--- src/rtl/bubbledrive8_pkg.sv ---
// Shared types and constants for the BubbleDrive8 power/mode supervisor.
package bubbledrive8_pkg;

  // Supervisor state codes, visible on the STATE debug port.
  localparam logic [2:0] CODE_RESET         = 3'd0;
  localparam logic [2:0] CODE_MODE_SELECT   = 3'd1;
  localparam logic [2:0] CODE_EMULATOR      = 3'd2;
  localparam logic [2:0] CODE_MPSSE_STANDBY = 3'd5;
  localparam logic [2:0] CODE_ERROR_MRST    = 3'd6;
  localparam logic [2:0] CODE_ERROR_AMBIG   = 3'd7;

  typedef enum logic [2:0] {
    ST_RESET         = CODE_RESET,
    ST_MODE_SELECT   = CODE_MODE_SELECT,
    ST_EMULATOR      = CODE_EMULATOR,
    ST_MPSSE_STANDBY = CODE_MPSSE_STANDBY,
    ST_ERROR_MRST    = CODE_ERROR_MRST,
    ST_ERROR_AMBIG   = CODE_ERROR_AMBIG
  } state_e;

  // How an active-low LED is driven.
  typedef enum logic [1:0] {
    LED_OFF  = 2'd0,
    LED_ON   = 2'd1,
    LED_SLOW = 2'd2,
    LED_FAST = 2'd3
  } led_mode_e;

  // Registered, active-low output bundle.
  typedef struct packed {
    logic emu_n;
    logic temp_n;
    logic usb_n;
    logic acc_n;
    logic dly_n;
    logic stby_n;
    logic pwrok_n;
  } out_t;

  localparam out_t OUT_IDLE = '{default: 1'b1};

  // Active-low LED level for a mode; a blink phase of 0 means lit.
  function automatic logic led_level(led_mode_e mode, logic slow, logic fast);
    logic lvl;
    lvl = 1'b1;
    case (mode)
      LED_OFF:  lvl = 1'b1;
      LED_ON:   lvl = 1'b0;
      LED_SLOW: lvl = slow;
      default:  lvl = fast;
    endcase
    return lvl;
  endfunction

endpackage

--- src/rtl/bubbledrive8_debounce.sv ---
// Two-flop synchroniser followed by a counting debouncer. While SETTLE is
// high the output tracks the synchronised input every cycle.
module bubbledrive8_debounce #(
  parameter int CYCLES = 4800
) (
  input  logic MCLK,
  input  logic nRST,
  input  logic D,
  input  logic SETTLE,
  output logic Q
);

  localparam int CNT_W = (CYCLES > 1) ? $clog2(CYCLES) : 1;
  localparam logic [CNT_W-1:0] CNT_LAST = CNT_W'(CYCLES - 1);

  logic             sync1_q;
  logic             sync2_q;
  logic             q_q;
  logic [CNT_W-1:0] cnt_q;

  // Bring the asynchronous pin into the MCLK domain.
  // NOTE: sequential state always uses <= so every flop samples pre-edge values.
  always_ff @(posedge MCLK or negedge nRST) begin
    if (!nRST) begin
      sync1_q <= 1'b0;
      sync2_q <= 1'b0;
    end else begin
      sync1_q <= D;
      sync2_q <= sync1_q;
    end
  end

  // Accept a new level only after it has differed for CYCLES consecutive cycles.
  always_ff @(posedge MCLK or negedge nRST) begin
    if (!nRST) begin
      q_q   <= 1'b0;
      cnt_q <= '0;
    end else if (SETTLE) begin
      q_q   <= sync2_q;
      cnt_q <= '0;
    end else if (sync2_q != q_q) begin
      if (cnt_q == CNT_LAST) begin
        q_q   <= sync2_q;
        cnt_q <= '0;
      end else begin
        cnt_q <= cnt_q + 1'b1;
      end
    end else begin
      cnt_q <= '0;
    end
  end

  assign Q = q_q;

endmodule

--- src/rtl/bubbledrive8_supervisor.sv ---
// BubbleDrive8 power/mode supervisor: debounced power inputs, startup/mode
// FSM, LED blinker and registered active-low core enables.
module bubbledrive8_supervisor
  import bubbledrive8_pkg::*;
#(
  parameter int CLK_HZ          = 48000000,
  parameter int BLINK_HZ        = 1,
  parameter int DEBOUNCE_CYCLES = 4800
) (
  input  logic       MCLK,
  input  logic       nRST,
  input  logic       PWRSTAT,
  input  logic       MRST,
  input  logic       nDELAYING_IN,
  output logic       nEMU_EN,
  output logic       nTEMP_EN,
  output logic       nUSB_EN,
  output logic       nLED_ACC_EN,
  output logic       nLED_DELAYING,
  output logic       nLED_STANDBY,
  output logic       nLED_PWROK,
  output logic [2:0] STATE
);

  localparam int HALF    = CLK_HZ / (2 * BLINK_HZ);
  localparam int QUARTER = HALF / 4;
  localparam int CNT_W   = (HALF > 1) ? $clog2(HALF) : 1;
  localparam int FAST_W  = (QUARTER > 1) ? $clog2(QUARTER) : 1;
  localparam int SET_W   = (DEBOUNCE_CYCLES > 1) ? $clog2(DEBOUNCE_CYCLES) : 1;

  localparam logic [CNT_W-1:0]  HALF_LAST    = CNT_W'(HALF - 1);
  localparam logic [FAST_W-1:0] QUARTER_LAST = FAST_W'(QUARTER - 1);
  localparam logic [SET_W-1:0]  SETTLE_LAST  = SET_W'(DEBOUNCE_CYCLES - 1);

  logic              pwr_db;
  logic              mrst_db;
  logic              valid_q;
  logic [SET_W-1:0]  settle_cnt_q;
  state_e            state_q;
  state_e            state_d;
  logic [CNT_W-1:0]  blink_cnt_q;
  logic [FAST_W-1:0] fast_cnt_q;
  logic              slow_q;
  logic              fast_q;
  out_t              out_q;
  out_t              out_d;

  bubbledrive8_debounce #(.CYCLES(DEBOUNCE_CYCLES)) u_pwr_db (
    .MCLK   (MCLK),
    .nRST   (nRST),
    .D      (PWRSTAT),
    .SETTLE (~valid_q),
    .Q      (pwr_db)
  );

  bubbledrive8_debounce #(.CYCLES(DEBOUNCE_CYCLES)) u_mrst_db (
    .MCLK   (MCLK),
    .nRST   (nRST),
    .D      (MRST),
    .SETTLE (~valid_q),
    .Q      (mrst_db)
  );

  // Settle window after reset: debouncers track inputs until valid rises.
  always_ff @(posedge MCLK or negedge nRST) begin
    if (!nRST) begin
      settle_cnt_q <= '0;
      valid_q      <= 1'b0;
    end else if (!valid_q) begin
      if (settle_cnt_q == SETTLE_LAST) begin
        valid_q <= 1'b1;
      end else begin
        settle_cnt_q <= settle_cnt_q + 1'b1;
      end
    end
  end

  // Next-state logic on the debounced pair {pwr_db, mrst_db}.
  // NOTE: every always_comb output gets a default first so no latch is inferred.
  always_comb begin
    state_d = state_q;
    case (state_q)
      ST_RESET:       if (valid_q) state_d = ST_MODE_SELECT;
      ST_MODE_SELECT: begin
        case ({pwr_db, mrst_db})
          2'b00:   state_d = ST_EMULATOR;
          2'b01:   state_d = ST_ERROR_MRST;
          2'b10:   state_d = ST_ERROR_AMBIG;
          default: state_d = ST_MPSSE_STANDBY;
        endcase
      end
      ST_EMULATOR:      if (mrst_db) state_d = ST_ERROR_MRST;
      ST_MPSSE_STANDBY: begin
        if ({pwr_db, mrst_db} == 2'b00)      state_d = ST_RESET;
        else if ({pwr_db, mrst_db} == 2'b01) state_d = ST_ERROR_MRST;
      end
      ST_ERROR_MRST:  if (!mrst_db) state_d = ST_RESET;
      ST_ERROR_AMBIG: if ({pwr_db, mrst_db} != 2'b10) state_d = ST_RESET;
      default:        state_d = ST_RESET;
    endcase
  end

  // State register plus blinker, which restarts lit on every state change.
  // The fast phase has its own small divider so it toggles exactly every
  // HALF/4 cycles even when HALF is not a multiple of four.
  always_ff @(posedge MCLK or negedge nRST) begin
    if (!nRST) begin
      state_q     <= ST_RESET;
      blink_cnt_q <= '0;
      fast_cnt_q  <= '0;
      slow_q      <= 1'b0;
      fast_q      <= 1'b0;
    end else begin
      state_q <= state_d;
      if (state_d != state_q) begin
        blink_cnt_q <= '0;
        fast_cnt_q  <= '0;
        slow_q      <= 1'b0;
        fast_q      <= 1'b0;
      end else begin
        if (blink_cnt_q == HALF_LAST) begin
          blink_cnt_q <= '0;
          slow_q      <= ~slow_q;
        end else begin
          blink_cnt_q <= blink_cnt_q + 1'b1;
        end
        if (fast_cnt_q == QUARTER_LAST) begin
          fast_cnt_q <= '0;
          fast_q     <= ~fast_q;
        end else begin
          fast_cnt_q <= fast_cnt_q + 1'b1;
        end
      end
    end
  end

  // Per-state output decode; anything not driven stays inactive.
  always_comb begin
    out_d = OUT_IDLE;
    case (state_q)
      ST_EMULATOR: begin
        out_d.emu_n   = 1'b0;
        out_d.temp_n  = 1'b0;
        out_d.usb_n   = 1'b0;
        out_d.acc_n   = 1'b0;
        out_d.pwrok_n = led_level(LED_ON, slow_q, fast_q);
        out_d.dly_n   = nDELAYING_IN;
      end
      ST_MPSSE_STANDBY: begin
        out_d.usb_n  = 1'b0;
        out_d.stby_n = led_level(LED_SLOW, slow_q, fast_q);
      end
      ST_ERROR_MRST:  out_d.pwrok_n = led_level(LED_SLOW, slow_q, fast_q);
      ST_ERROR_AMBIG: out_d.pwrok_n = led_level(LED_FAST, slow_q, fast_q);
      default: ;
    endcase
  end

  // Output register: outputs follow the state register by one cycle.
  always_ff @(posedge MCLK or negedge nRST) begin
    if (!nRST) begin
      out_q <= OUT_IDLE;
    end else begin
      out_q <= out_d;
    end
  end

  assign nEMU_EN       = out_q.emu_n;
  assign nTEMP_EN      = out_q.temp_n;
  assign nUSB_EN       = out_q.usb_n;
  assign nLED_ACC_EN   = out_q.acc_n;
  assign nLED_DELAYING = out_q.dly_n;
  assign nLED_STANDBY  = out_q.stby_n;
  assign nLED_PWROK    = out_q.pwrok_n;
  assign STATE         = state_q;

endmodule

--- config.mk ---
export PLATFORM = sky130hd
export DESIGN_NAME = bubbledrive8_supervisor
export DESIGN_NICKNAME = d
export VERILOG_FILES = /design/src/rtl/bubbledrive8_pkg.sv /design/src/rtl/bubbledrive8_debounce.sv /design/src/rtl/bubbledrive8_supervisor.sv
export SDC_FILE = /design/constraint.sdc
export NUM_CORES = 1
export LEC_CHECK = 0
export BUFFER_PORTS_ARGS = -buffer_cell sky130_fd_sc_hd__buf_2
export CAP_MARGIN = 20
export CORE_MARGIN = 1.5
export CORE_UTILIZATION = 64
export CTS_BUF_LIST = sky130_fd_sc_hd__clkbuf_8
export CTS_CLUSTER_DIAMETER = 120
export CTS_CLUSTER_SIZE = 8
export DETAILED_ROUTE_END_ITERATION = 10
export HOLD_SLACK_MARGIN = 0.15
export PLACE_DENSITY = 0.79
export RECOVER_POWER = 25
export SKIP_CTS_REPAIR_TIMING = 1
export SLEW_MARGIN = 15
export SYNTH_ARGS = -nofsm -noshare
export SYNTH_HDL_FRONTEND = slang
export SYNTH_SLANG_ARGS = --single-unit
--- constraint.sdc ---
create_clock -name MCLK -period 2.6 [get_ports MCLK]
set_clock_uncertainty 0.1 [all_clocks]
set_input_delay 0.26 -clock MCLK [delete_from_list [all_inputs] [get_ports MCLK]]
set_output_delay 0.26 -clock MCLK [all_outputs]
set_load 0.005 [all_outputs]
**Word-level counts from Yosys, hierarchy flattened**

Cells that the tools add are included.

- Register bits: 106
- Output and inout port bits: 10
- Word-level logic and storage cells: 94

- $add $sub $neg: 5
- Eq/ne operators: 20
- Multiplexer cells: 35
- Bitwise gates (word level): 4
- Reductions and logical operators: 8

Operators by type and width:

| operator | number |
|---|---|
| $mux W13 | 6 |
| $mux W25 | 2 |
| $mux W23 | 2 |
| $add A13 B1 Y13 const B | 3 |
| $eq A13 B13 Y1 const B | 3 |
| $add A25 B1 Y25 const B | 1 |
| $eq A25 B25 Y1 const B | 1 |
| $add A23 B1 Y23 const B | 1 |
| $eq A23 B23 Y1 const B | 1 |
| $mux W3 | 6 |
| $pmux W3 S6 | 1 |
| $mux W1 | 14 |
| $eq A3 B3 Y1 const B | 3 |
| $pmux W3 S3 | 1 |
| $ne A2 B1 Y1 const B | 4 |
| $reduce_and A2 Y1 | 3 |
| $mux W2 | 2 |
| $not A1 Y1 | 4 |
| $reduce_bool A2 Y1 | 2 |
| $eq A3 B1 Y1 const B | 1 |
| $eq A3 B2 Y1 const B | 1 |
| $logic_not A3 Y1 | 1 |
| $ne A3 B3 Y1 | 1 |
| $pmux W1 S3 | 1 |
| other kinds (6) | 7 |

**Depth between registers and ports, before layout**

Gate-level depths: netlist of run 1.

- Depth in word-level cells: 6
- Gate-level depth with buffers: 7
- Gate-level depth less buffers: 5

**Hierarchy**

Synthesis of run 1 repeated with hierarchy kept, for this count alone.

- Cell total of the unflattened synthesis: 504
- Area total of the unflattened synthesis: 5,137.4 sq um

Modules (own cells, without submodules):

| module | times used | cells an instance | area each (sq um) | seq. area each (sq um) |
|---|---|---|---|---|
| bubbledrive8_supervisor | 1 | 368 | 3,673.5 | 1,808.0 |
| bubbledrive8_debounce | 2 | 68 | 732.0 | 400.4 |

**Worst setup path after synthesis of run 1**

OpenSTA, ideal clock, no wires.

- Kind: reg-to-reg
- Start point: reg blink_cnt_q[0]
- End point: reg blink_cnt_q[22]
- Setup time: 0.094 ns
- Arrival time: 1.962 ns
- Data required time: 2.406 ns
- Slack: 0.444 ns
- Stages on the path, launching flop included: 7
- Path buffers: 1
- Cell sequence: dfrtp_1 > ha_1 > inv_1 > or4_4 > buf_2 > or4_1 > a211oi_1

- Longest elaborated chain between the ends: 3

Ends and longest elaborated chain:

| what | RTL line | RTL |
|---|---|---|
| start: declaration | bubbledrive8_supervisor.sv:41 | `logic [CNT_W-1:0] blink_cnt_q;` |
| start signal: assignment | bubbledrive8_supervisor.sv:125 | `blink_cnt_q <= blink_cnt_q + 1'b1;` |
| $add A25 B1 Y25 / $eq A25 B25 Y1 (equally long branches) | bubbledrive8_supervisor.sv:125, bubbledrive8_supervisor.sv:121 |  |
| $mux W25 (*) | bubbledrive8_supervisor.sv:121 | `if (blink_cnt_q == HALF_LAST) begin` |
| $mux W25 (*) | bubbledrive8_supervisor.sv:115 | `if (state_d != state_q) begin` |

Mark *: on every way between the ends. The rest lies on a longest branch, timed or not.
A chain may end at the register's enable or synchronous reset.

**Worst setup path in the final report of run 1**

- Start point: reg blink_cnt_q[0]
- End point: reg blink_cnt_q[18]

The elaborated chain is that of the path after synthesis.

==> results of run 1 <==
==> logic make-up after synthesis <==
group	Yosys count	share of synthesized area [%]
compound gates	67	8.66
xor+xnor	57	9.79
fa+ha+maj	5	1.23
buf+inv	33	2.82
flops	104	51.2
mux	3	0.662
simple gates	233	25.7
==> registers in the layout (all words and copies together), names as in the netlist <==
register,count
valid_q,1
nUSB_EN,1
u_mrst_db.sync2_q,1
u_pwr_db.sync1_q,1
STATE,3
nLED_ACC_EN,1
u_mrst_db.cnt_q,13
u_pwr_db.Q,1
nLED_STANDBY,1
u_mrst_db.sync1_q,1
nLED_PWROK,1
blink_cnt_q,25
slow_q,1
nLED_DELAYING,1
fast_q,1
u_pwr_db.cnt_q,13
fast_cnt_q,23
u_mrst_db.Q,1
u_pwr_db.sync2_q,1
settle_cnt_q,13
==> metrics by stage <==
| stage | hold WS, ns | util [%] | cell area, µm² | total power, mW |
|---|---|---|---|---|
| 5_1_grt | 0.263 | 71.4 | 5520 | 3.07 |
| 3_5_place_dp | 0.239 | 68.4 | 5290 | 1.95 |
| 2_1_floorplan | -0.136 | - | 5100 | 1.86 |
| 3_3_place_gp | 0.235 | 68.4 | 5290 | 1.94 |
| 6_report | 0.260 | 71.4 | 5520 | 2.94 |
| 4_1_cts | -0.138 | 71.0 | 5490 | 2.97 |
==> area by class of cell <==
cell class	instances	area (µm²)
inverters	11	41.3
multi-input cells	365	2360
clock inverters	7	78.8
flip-flops and latches	104	2610
clock buffers	9	124
fillers	589	2210
repair buffers	26	173
well taps	102	128
==> metal layers <==
layer  global-route usage (%)  wire (µm)  vias to the layer above
li1                         -          -                     1849
met1                     33.3       4450                     1849
met2                     41.1       4670                       60
met3                     5.56        254                       19
met4                     8.46        172                        0
met5                        0          0                        -
==> worst max-delay path, cell delays in order (launching register included) <==
cell      delay [ns]
dfrtp_1         0.39
ha_1            0.30
inv_1           0.06
or4_4           0.62
or4_1           0.49
a211oi_1        0.30
==> cell usage after synthesis, types with 2 or more instances <==
| library cell | number |
|---|---|
| mux2_2 | 3 |
| buf_4 | 2 |
| nor4bb_1 | 2 |
| or3_1 | 9 |
| nand4_1 | 26 |
| xor2_1 | 32 |
| o31ai_1 | 12 |
| a211oi_1 | 11 |
| buf_2 | 4 |
| and2_1 | 7 |
| nand3b_1 | 4 |
| and4_1 | 5 |
| dfrtp_1 | 99 |
| nor4_1 | 6 |
| a21oi_1 | 17 |
| o41ai_1 | 4 |
| nor2_1 | 44 |
| nor3b_1 | 3 |
| and3_1 | 13 |
| nand2b_1 | 3 |
| or4_4 | 3 |
| xnor2_1 | 25 |
| nor3_1 | 17 |
| dfstp_2 | 5 |
| or2_2 | 3 |
| inv_1 | 11 |
| clkbuf_1 | 15 |
| nand3_1 | 29 |
| or4b_2 | 3 |
| ha_1 | 5 |
| nor4b_1 | 2 |
| nand2_1 | 33 |
| o21ai_0 | 14 |
| or4_1 | 12 |
| a21o_1 | 2 |
==> power by group through the flow <==
stage               Sequential [mW]  Combinational, mW  Clock, mW
floorplan                      1.73              0.135          0
global placement               1.74              0.205          0
detailed placement             1.74              0.211          0
CTS                            1.71              0.212       1.05
global route                   1.72              0.237       1.11
finish                         1.71              0.210       1.02
==> how the worst max path moves through the flow <==
stage                         end  cells past startpoint  slack, ns
3_3_place_gp   u_pwr_db.cnt_q[12]                      4       0.38
2_1_floorplan     blink_cnt_q[22]                      6       0.44
5_1_grt           blink_cnt_q[18]                      5       0.15
3_5_place_dp      blink_cnt_q[18]                      5       0.26
4_1_cts           blink_cnt_q[18]                      5       0.25
6_report          blink_cnt_q[18]                      5       0.24
==> metrics.md, run 1 <==
| Metric | Value |
|---|---|
| Initial antenna violation count | `0` |
| Drc violations | `0` |
| Worst skew pair latency | `0.37 ns` |
| Synth Flop Type | `dfrtp_1` |
| Sw Pwr | `0.746 mW` |
| Clk slew on worst S/H paths | `0.10 ns` |
| Nets | `527` |
| Layout cell share with drive strength beyond 1 | `12.3%` |
| Area share of the largest cell type after synthesis | `48.6%` |
| Netlist cell types | `52` |
| Comb pwr share | `7.1%` |
| Final min period | `2.36 ns` |
| HP Class | `flop to flop` |
| Endpoints failing hold | `0` |
| Hold_sp | `u_pwr_db.sync1_q` |
| CP Capture Type | `flop` |
| Hold Path Stages | `0` |
| CTS tree | `yes` |
| FP Rows | `32` |
| Pre-CTS setup slack | `0.261 ns` |
| Largest area contributor in the netlist | `dfrtp_1` |
| Worst Max-Slew Pin Slew | `1.38 ns` |
| Routed Antenna Nets | `0` |
| Total core area | `7730 µm²` |
| Pwr dens | `533 nW/µm²` |
| Final WS setup | `0.239 ns` |
| Vias per inst | `6.05` |
| Final setup vio count | `0` |
| R2R Setup Slk | `0.24 ns` |
| Final slew viol count | `0` |
| Period utilization | `90.8%` |
| EDFF count, synth | `0` |
| Setup TNS | `0 ns` |
| Reg-to-Reg End | `blink_cnt_q[18]` |
| WL/cell | `15.3 µm` |
| Num CTS Buffers | `9` |
| Max clock buf depth | `2` |
| Most common cell after layout, fill and taps aside | `dfrtp_1` |
| Sequential element share of the synthesized area | `51.2%` |
| Clk pwr share | `34.7%` |
| GPL Wtd Cong | `0.796` |
| Sw frac | `25.4%` |
| Vias in the first global route | `3833` |
| H-tree levels | `3` |
| Worst r2r src | `blink_cnt_q[0]` |
| Syn nets | `512` |
| Leak Pwr | `2.21 nW` |
| Yosys warns | `0` |
| Peak VDD IR | `0.000394 V` |
| Critical Path Start Type | `flop` |
| Post-DP HPWL | `6350 µm` |
| Syn Std Cell Area | `5100 µm²` |
| Commonest non-fill, non-tap cells in the layout | `99 x dfrtp_1, 44 x nor2_1, 33 x nand2_1` |
| Largest net degree at the start of global routing | `105` |
| CTS Root Cell | `clkbuf_8` |
| Initial Util | `66.0%` |
| Die area | `8510 µm²` |
| IO buf count | `14` |
| First-pass GRT wire length | `17200 µm` |
| Die width | `92.3 µm` |
| Hold Crit Endpoint | `u_pwr_db.sync2_q` |
| Vias | `3777` |
| Post-synthesis register bit count | `104` |
| Max Fclk | `423 MHz` |
| Area Growth Syn to Fin | `8.17%` |
| Violation count after the first detailed-route iteration | `227` |
| DP Cell Count | `604` |
| Crit path required time | `2.76 ns` |
| CP startpoint | `blink_cnt_q[0]` |
| Largest cells by area after synthesis | `dfrtp_1 49%, xor2_1 5.5%, xnor2_1 4.3%` |
| GRT overflow | `0` |
| Asr flop ratio synth | `100%` |
| # IOs | `15` |
| RSZ-0062 raised after global routing | `false` |
| Die height | `92.3 µm` |
| GRT Total Usage | `25.1%` |
| Ant. Diodes | `0` |
| Layout Cells excl Fill | `624` |
| Router iterations before antenna repair | `4` |
| MaxCap Viol Count | `0` |
| P_int | `2.20 mW` |
| Cell count after synthesis | `502` |
| Mean post-synth cell area | `10.2 µm²` |
| Worst Path Max Fanout | `13` |
| Sink Count | `104` |
| Worst rel slew slack | `8.20%` |
| Critical path data arrival time | `2.52 ns` |
| WL final | `9550 µm` |
| Sequential power share | `58.2%` |
| WS Path Type | `flop to flop` |
| FF-to-FF path depth | `5` |
| Outcome | `completed` |
(Power assumes the default switching activity.)
==> inputs of run 2 (changes only) <==
Settings changed: ABC_CLOCK_PERIOD_IN_PS set to 2600, PLACE_DENSITY 0.79 to 0.94.
==> run 2 against run 1 <==
  * Non-clock buffer count increased by 2
  * First-iteration DRC count decreased by 7.9%
  * Routed wire length increased by 11%
  * Clock-buffer cell count increased by 1
  * Final cell count increased by 0.32%
  * Highest routed layer unchanged
  * Global-route usage increased by 1.1 points
  * Fmax decreased by 2.4%
  * Critical endpoint is now u_pwr_db.cnt_q[5]
  * Core utilization increased by 0.081 points
==> metrics.md, run 2 (same netlist as run 1, synthesis figures left out) <==
| Metric | Value |
|---|---|
| Vias in the first global route | `3869 (+0.94%)` |
| DP Cell Count | `606 (+0.33%)` |
| First-pass GRT wire length | `17900 µm (+4.1%)` |
| FP Rows | `32 (unchanged)` |
| Utilization after layout | `71.5% (+0.081 points)` |
| Area Growth Syn to Fin | `8.29%` |
| Wire length on met3 | `638 µm (+150%)` |
| Violation count after the first detailed-route iteration | `209 (-7.9%)` |
| Peak VDD IR | `0.000332 V (-16%)` |
| Total core area | `7730 µm² (unchanged)` |
| Worst Max-Slew Pin Slew | `1.27 ns (-0.110 ns)` |
| Sink Count | `104 (unchanged)` |
| Period utilization | `93.0% (+2.2 points)` |
| Layout cell share with drive strength beyond 1 | `12.2% (-0.047 points)` |
| Vias | `4013 (+6.2%)` |
| Design area | `5520 µm² (+0.11%)` |
| Routed Antenna Nets | `0 (unchanged)` |
| Final slew viol count | `0 (unchanged)` |
| GPL Wtd Cong | `0.908 (+14%)` |
| Top routing layer used | `met4` |
| Initial Util | `66.0% (unchanged)` |
| Top Registers | `blink_cnt_q (25), fast_cnt_q (23)` |
| Die height | `92.3 µm (unchanged)` |
| Dpl cell area | `5290 µm² (about the same)` |
| Ant. Diodes | `0 (unchanged)` |
| Num CTS Buffers | `9 (unchanged)` |
| Die area | `8510 µm² (unchanged)` |
| Final WS setup | `0.181 ns (-0.0572 ns)` |
| Leak Pwr | `2.23 nW (+0.76%)` |
| Detailed route wirelength on metal2 | `5360 µm (+15%)` |
| Initial antenna violation count | `0 (unchanged)` |
| Crit path required time | `2.73 ns (-0.03 ns)` |
| Critical Path Start Type | `flop` |
| WS Path Type | `flop to flop` |
| Clk slew on worst S/H paths | `0.10 ns (about the same)` |
| Vias per inst | `6.41 (+5.9%)` |
| WL final | `10600 µm (+11%)` |
| Largest register by flop count | `blink_cnt_q` |
| Pre-CTS setup slack | `0.258 ns (-0.00264 ns)` |
| R2R Setup Slk | `0.18 ns (-0.06 ns)` |
| Worst Path Max Fanout | `13 (unchanged)` |
| Max clock buf depth | `2 (unchanged)` |
| Met1 Wirelength | `4460 µm (+0.25%)` |
| Worst skew pair latency | `0.36 ns (about the same)` |
| CTS Root Cell | `clkbuf_8` |
| RSZ-0062 raised after global routing | `false` |
| MaxCap Viol Count | `0 (unchanged)` |
| Commonest non-fill, non-tap cells in the layout | `99 x dfrtp_1, 44 x nor2_1, 33 x nand2_1` |
| Worst rel slew slack | `15.5% (+7.3 points)` |
| CP Capture Type | `flop` |
| Final setup vio count | `0 (unchanged)` |
| Setup TNS | `0 ns (unchanged)` |
| CTS tree | `yes` |
| GRT overflow | `0 (unchanged)` |
| Number of flip-flops in the largest register | `25 (unchanged)` |
| Post-DP HPWL | `6960 µm (+9.5%)` |
| Drc violations | `0 (unchanged)` |
| Most common cell after layout, fill and taps aside | `dfrtp_1` |
| GRT Total Usage | `26.2% (+1.1 points)` |
| HP Class | `flop to flop` |
| Critical path data arrival time | `2.55 ns (+0.03 ns)` |
| Die width | `92.3 µm (unchanged)` |
| Layout Cells excl Fill | `626 (+0.32%)` |
| WL/cell | `16.9 µm (+11%)` |
| Endpoints failing hold | `0 (unchanged)` |
| Outcome | `completed` |
| Pwr dens | `533 nW/µm² (about the same)` |
| Router iterations before antenna repair | `5 (+1)` |
| Overall power | `2.95 mW (+0.18%)` |
| Nets | `529 (+0.38%)` |
| H-tree levels | `3 (unchanged)` |
| Hold slack | `0.261 ns (+0.00162 ns)` |
| Final min period | `2.42 ns (+0.0572 ns)` |
| # IOs | `15 (unchanged)` |
| Largest net degree at the start of global routing | `53 (-50%)` |
| Max Fclk | `413 MHz (-2.4%)` |
| IO buf count | `14 (unchanged)` |
[run 2: final cells by class]
| cell class | instances | area, µm² |
|---|---|---|
| Sequential cell | 104 | 2610 |
| Tap cell | 102 | 128 |
| Multi-Input combinational cell | 365 | 2360 |
| Timing Repair Buffer | 28 | 185 |
| Inverter | 11 | 41.3 |
| Fill cell | 520 | 2200 |
| Clock inverter | 6 | 58.8 |
| Clock buffer | 10 | 138 |
[run 2: path summary, 6_finish.rpt]
path                                     from                 to  cells after the start
min                         u_mrst_db.sync1_q  u_mrst_db.sync2_q                      0
min in group asynchronous                nRST  u_pwr_db.cnt_q[5]                      2
max in group asynchronous                nRST            nUSB_EN                      3
max                        u_pwr_db.cnt_q[10]  u_pwr_db.cnt_q[5]                      4
min reg2reg                 u_mrst_db.sync1_q  u_mrst_db.sync2_q                      0
max reg2reg                u_pwr_db.cnt_q[10]  u_pwr_db.cnt_q[5]                      4
[run 2: per-layer routing]
layer | vias to the layer above | global-route usage [%]
li1 | 1858 | -
met1 | 1985 | 33.0
met2 | 151 | 45.1
met3 | 19 | 6.14
met4 | 0 | 7.82
met5 | - | 0
[run 2: power by group]
group | leakage (nW) | switching (mW) | internal (mW)
Clock | 0.105 | 0.551 | 0.468
Sequential | 1.40 | 0.0486 | 1.66
Combinational | 0.727 | 0.138 | 0.0772
Total | 2.23 | 0.737 | 2.21
[run 2: worst max-delay path, stage by stage (launching register included)]
cell and delay (ns):
dfrtp_1 0.44, or4b_2 0.69, o41ai_1 0.45, nand2b_1 0.48, nor2_1 0.13
==> inputs of run 3 (changes only) <==
Settings changed: ABC_CLOCK_PERIOD_IN_PS 2600 to 2100, CORE_UTILIZATION 64 to 58, PLACE_DENSITY 0.94 to 0.9, SYNTH_HIERARCHICAL set to 1.
Clock period 2.6 ns to 2.1 ns, I/O delays scaled along.
==> run 3 against run 2 <==
  * Critical path depth increased by 2
  * Total power increased by 13%
  * Sequential cell count stayed put
  * Sequential share of layout area decreased by 3.7 points
  * Largest power group unchanged
  * Sequential power is 18% higher
  * Core utilization decreased by 2.0 points
  * Synthesized area grew 0.74%
==> metrics.md, run 3 <==
| Metric | Value |
|---|---|
| Endpoints failing hold | `0 (unchanged)` |
| GRT Total Usage | `24.4% (-1.8 points)` |
| Largest net degree at the start of global routing | `70 (+32%)` |
| Period utilization | `99.9% (+6.9 points)` |
| Pwr dens | `556 nW/µm² (+4.3%)` |
| HP Class | `flop to flop` |
| Crit path required time | `2.27 ns (-0.46 ns)` |
| Ant. Diodes | `0 (unchanged)` |
| Vias | `4208 (+4.9%)` |
| Final min period | `2.10 ns (-0.320 ns)` |
| CP startpoint | `fast_cnt_q[0]` |
| Post-synthesis register bit count | `104 (unchanged)` |
| Layout cell share with drive strength beyond 1 | `20.2% (+8.0 points)` |
| Final setup vio count | `0 (unchanged)` |
| CP Cell Sequence | `ha_4, nand4_4, buf_4, or4_4, o31a_1, o21ba_2` |
| Design area | `6000 µm² (+8.6%)` |
| Nets | `574 (+8.5%)` |
| Router iterations before antenna repair | `5 (unchanged)` |
| Largest register by flop count | `blink_cnt_q` |
| Critical path data arrival time | `2.26 ns (-0.29 ns)` |
| Area share of the largest cell type after synthesis | `48.2% (-0.35 points)` |
| GPL Wtd Cong | `0.888 (-2.2%)` |
| Worst path bufs/invs | `1 (+1)` |
| Area Growth Syn to Fin | `16.8%` |
| Violation count after the first detailed-route iteration | `266 (+27%)` |
| Vias per inst | `6.22 (-3.0%)` |
| Met2 Use GR | `41.5% (-3.6 points)` |
| Leak Pwr | `2.39 nW (+7.2%)` |
| Max incr delay on CP | `0.57 ns (-0.12 ns)` |
| Post-DP HPWL | `7420 µm (+6.7%)` |
| Dpl cell area | `5610 µm² (+6.1%)` |
| Synth Flop Type | `dfrtp_1` |
| Top Registers | `blink_cnt_q (25), fast_cnt_q (23)` |
| Global routing usage on met3 | `4.68% (-1.5 points)` |
| Die area | `9430 µm² (+11%)` |
| # IOs | `15 (unchanged)` |
| Die width | `97.1 µm (+5.3%)` |
| Setup TNS | `0 ns (unchanged)` |
| Comb pwr share | `1.8% (-5.5 points)` |
| Hold_sp | `u_mrst_db/sync1_q` |
| Die height | `97.1 µm (+5.3%)` |
| Outcome | `completed` |
| WL/cell | `17.3 µm (+2.0%)` |
| WL final | `11700 µm (+10%)` |
| Worst Max-Slew Pin Slew | `1.22 ns (-0.0523 ns)` |
| Worst rel slew slack | `19.0% (+3.5 points)` |
| FP Rows | `34 (+6.3%)` |
| Clk pwr share | `37.9% (+3.3 points)` |
| Register area | `2610 µm² (+0.14%)` |
| Clk slew on worst S/H paths | `0.10 ns (about the same)` |
| Worst r2r src | `fast_cnt_q[0]` |
| Worst Path Max Fanout | `4 (-9)` |
| Yosys warns | `6 (+6)` |
| Busiest metal layer after global routing | `met2` |
| H-tree levels | `3 (unchanged)` |
| Syn nets | `514 (+0.39%)` |
| Number of flip-flops in the largest register | `25 (unchanged)` |
| P_int | `2.60 mW (+18%)` |
| Sink Count | `104 (unchanged)` |
| Sequential power share | `60.3% (+2.2 points)` |
| Worst skew pair latency | `0.37 ns (about the same)` |
| Top Family by Delay on Critical Path | `simple AND/OR/NAND/NOR gates` |
| Multi-input gate area | `2480 µm² (+4.9%)` |
| Vias in the first global route | `4058 (+4.9%)` |
| Sequential element share of the synthesized area | `50.8% (-0.37 points)` |
| CP Capture Type | `flop` |
| Routed Antenna Nets | `0 (unchanged)` |
| Largest area contributor in the netlist | `dfrtp_1` |
| EDFF count, synth | `0 (unchanged)` |
| Max clock buf depth | `2 (unchanged)` |
| Most instantiated library cell after synthesis | `dfrtp_1` |
| WS Path Type | `flop to flop` |
| Final slew viol count | `0 (unchanged)` |
| Commonest non-fill, non-tap cells in the layout | `96 x dfrtp_1, 45 x buf_4, 40 x nor2_1` |
| Peak VDD IR | `0.000307 V (-7.4%)` |
| Critical Path Start Type | `flop` |
| Initial antenna violation count | `0 (unchanged)` |
| MaxCap Viol Count | `0 (unchanged)` |
| RSZ-0062 raised after global routing | `true` |
| Slowest cell on the critical path | `or4_4` |
| Sw Pwr | `0.736 mW (-0.13%)` |
| Num CTS Buffers | `9 (unchanged)` |
| Cell count after synthesis | `504 (+0.40%)` |
| Fill count | `574 (+10%)` |
| Sw frac | `22.1% (-3.0 points)` |
| GRT overflow | `0 (unchanged)` |
| Syn Std Cell Area | `5140 µm² (+0.74%)` |
| Commonest cells post-synth | `99 x dfrtp_1, 40 x nor2_1, 38 x nand3_1` |
| Netlist cell types | `49 (-5.8%)` |
| Asr flop ratio synth | `100% (unchanged)` |
| Most common cell after layout, fill and taps aside | `dfrtp_1` |
| Met1 usage | `30.9% (-2.1 points)` |
| Drc violations | `0 (unchanged)` |
| Initial Util | `59.5% (-6.5 points)` |
| Total core area | `8640 µm² (+12%)` |
| CTS Root Cell | `clkbuf_8` |
| Max Fclk | `476 MHz (+15%)` |
| First-pass GRT wire length | `18900 µm (+5.6%)` |
| Mean post-synth cell area | `10.2 µm² (+0.34%)` |
| CTS tree | `yes` |
| IO buf count | `14 (unchanged)` |
| Largest cells by area after synthesis | `dfrtp_1 48%, xnor2_1 5.6%, xor2_1 4.4%` |
[run 3: worst reg2reg max path: stages, from the launching register on]
cell and delay, ns:
dfrtp_1 0.41, ha_4 0.16, nand4_4 0.11, buf_4 0.17, or4_4 0.57, o31a_1 0.27
o21ba_2 0.21
[run 3: through the flow]
| stage | power, mW | instances | hold slack [ns] | worst slack [ns] | utilization [%] |
|---|---|---|---|---|---|
| after CTS | 3.33 | 662 | -0.437 | -0.150 | 67.3 |
| after global placement | 2.11 | 646 | -0.0398 | 0.0170 | 65.0 |
| after global routing | 3.45 | 677 | 0.275 | -0.0871 | 69.5 |
| after floorplan | 2.06 | 504 | -0.186 | 0.00311 | - |
| final | 3.34 | 677 | 0.277 | 0.00125 | 69.5 |
| after detailed placement | 2.11 | 646 | -0.0351 | -0.0854 | 65.0 |
[run 3: power groups by stage]
stage / Sequential (mW) / Clock, mW / Combinational, mW
6_report: 2.01 / 1.26 / 0.0610
4_1_cts: 2.01 / 1.26 / 0.0614
2_1_floorplan: 2.05 / 0 / 0.00555
3_3_place_gp: 2.05 / 0 / 0.0590
3_5_place_dp: 2.05 / 0 / 0.0611
5_1_grt: 2.01 / 1.36 / 0.0713
[run 3: cell families after synthesis]
logic type	count (synthesis)	synth area share, %
compound gates	60	8.11
fa+ha+maj	5	1.22
simple gates	240	26.3
buf+inv	33	2.92
xor+xnor	59	10.1
flops	104	50.8
mux	3	0.658
[run 3: final timing paths]
path	end	slack, ns	depth (start not counted)
min in group asynchronous	u_mrst_db/cnt_q[3]	0.61	3
worst min register to register	u_mrst_db/sync2_q	0.28	0
max in group asynchronous	STATE[0]	0.49	3
worst min-delay path	u_mrst_db/sync2_q	0.28	0
worst max-delay path	fast_q	0.001	6
worst max register to register	fast_q	0.001	6
[run 3: layout make-up]
type / instances / area share [%]
sequential: 104 / 43.5
multi-input combinational: 367 / 41.3
timing repair buffer: 70 / 8.84
clock buffer: 10 / 2.29
tap: 108 / 2.25
clock inverter: 6 / 1.00
inverter: 12 / 0.751
[run 3: layer usage]
metal / up-vias / wire, µm
li1: 1965 / -
met1: 2102 / 4870
met2: 121 / 6100
met3: 20 / 513
met4: 0 / 211
met5: - / 0
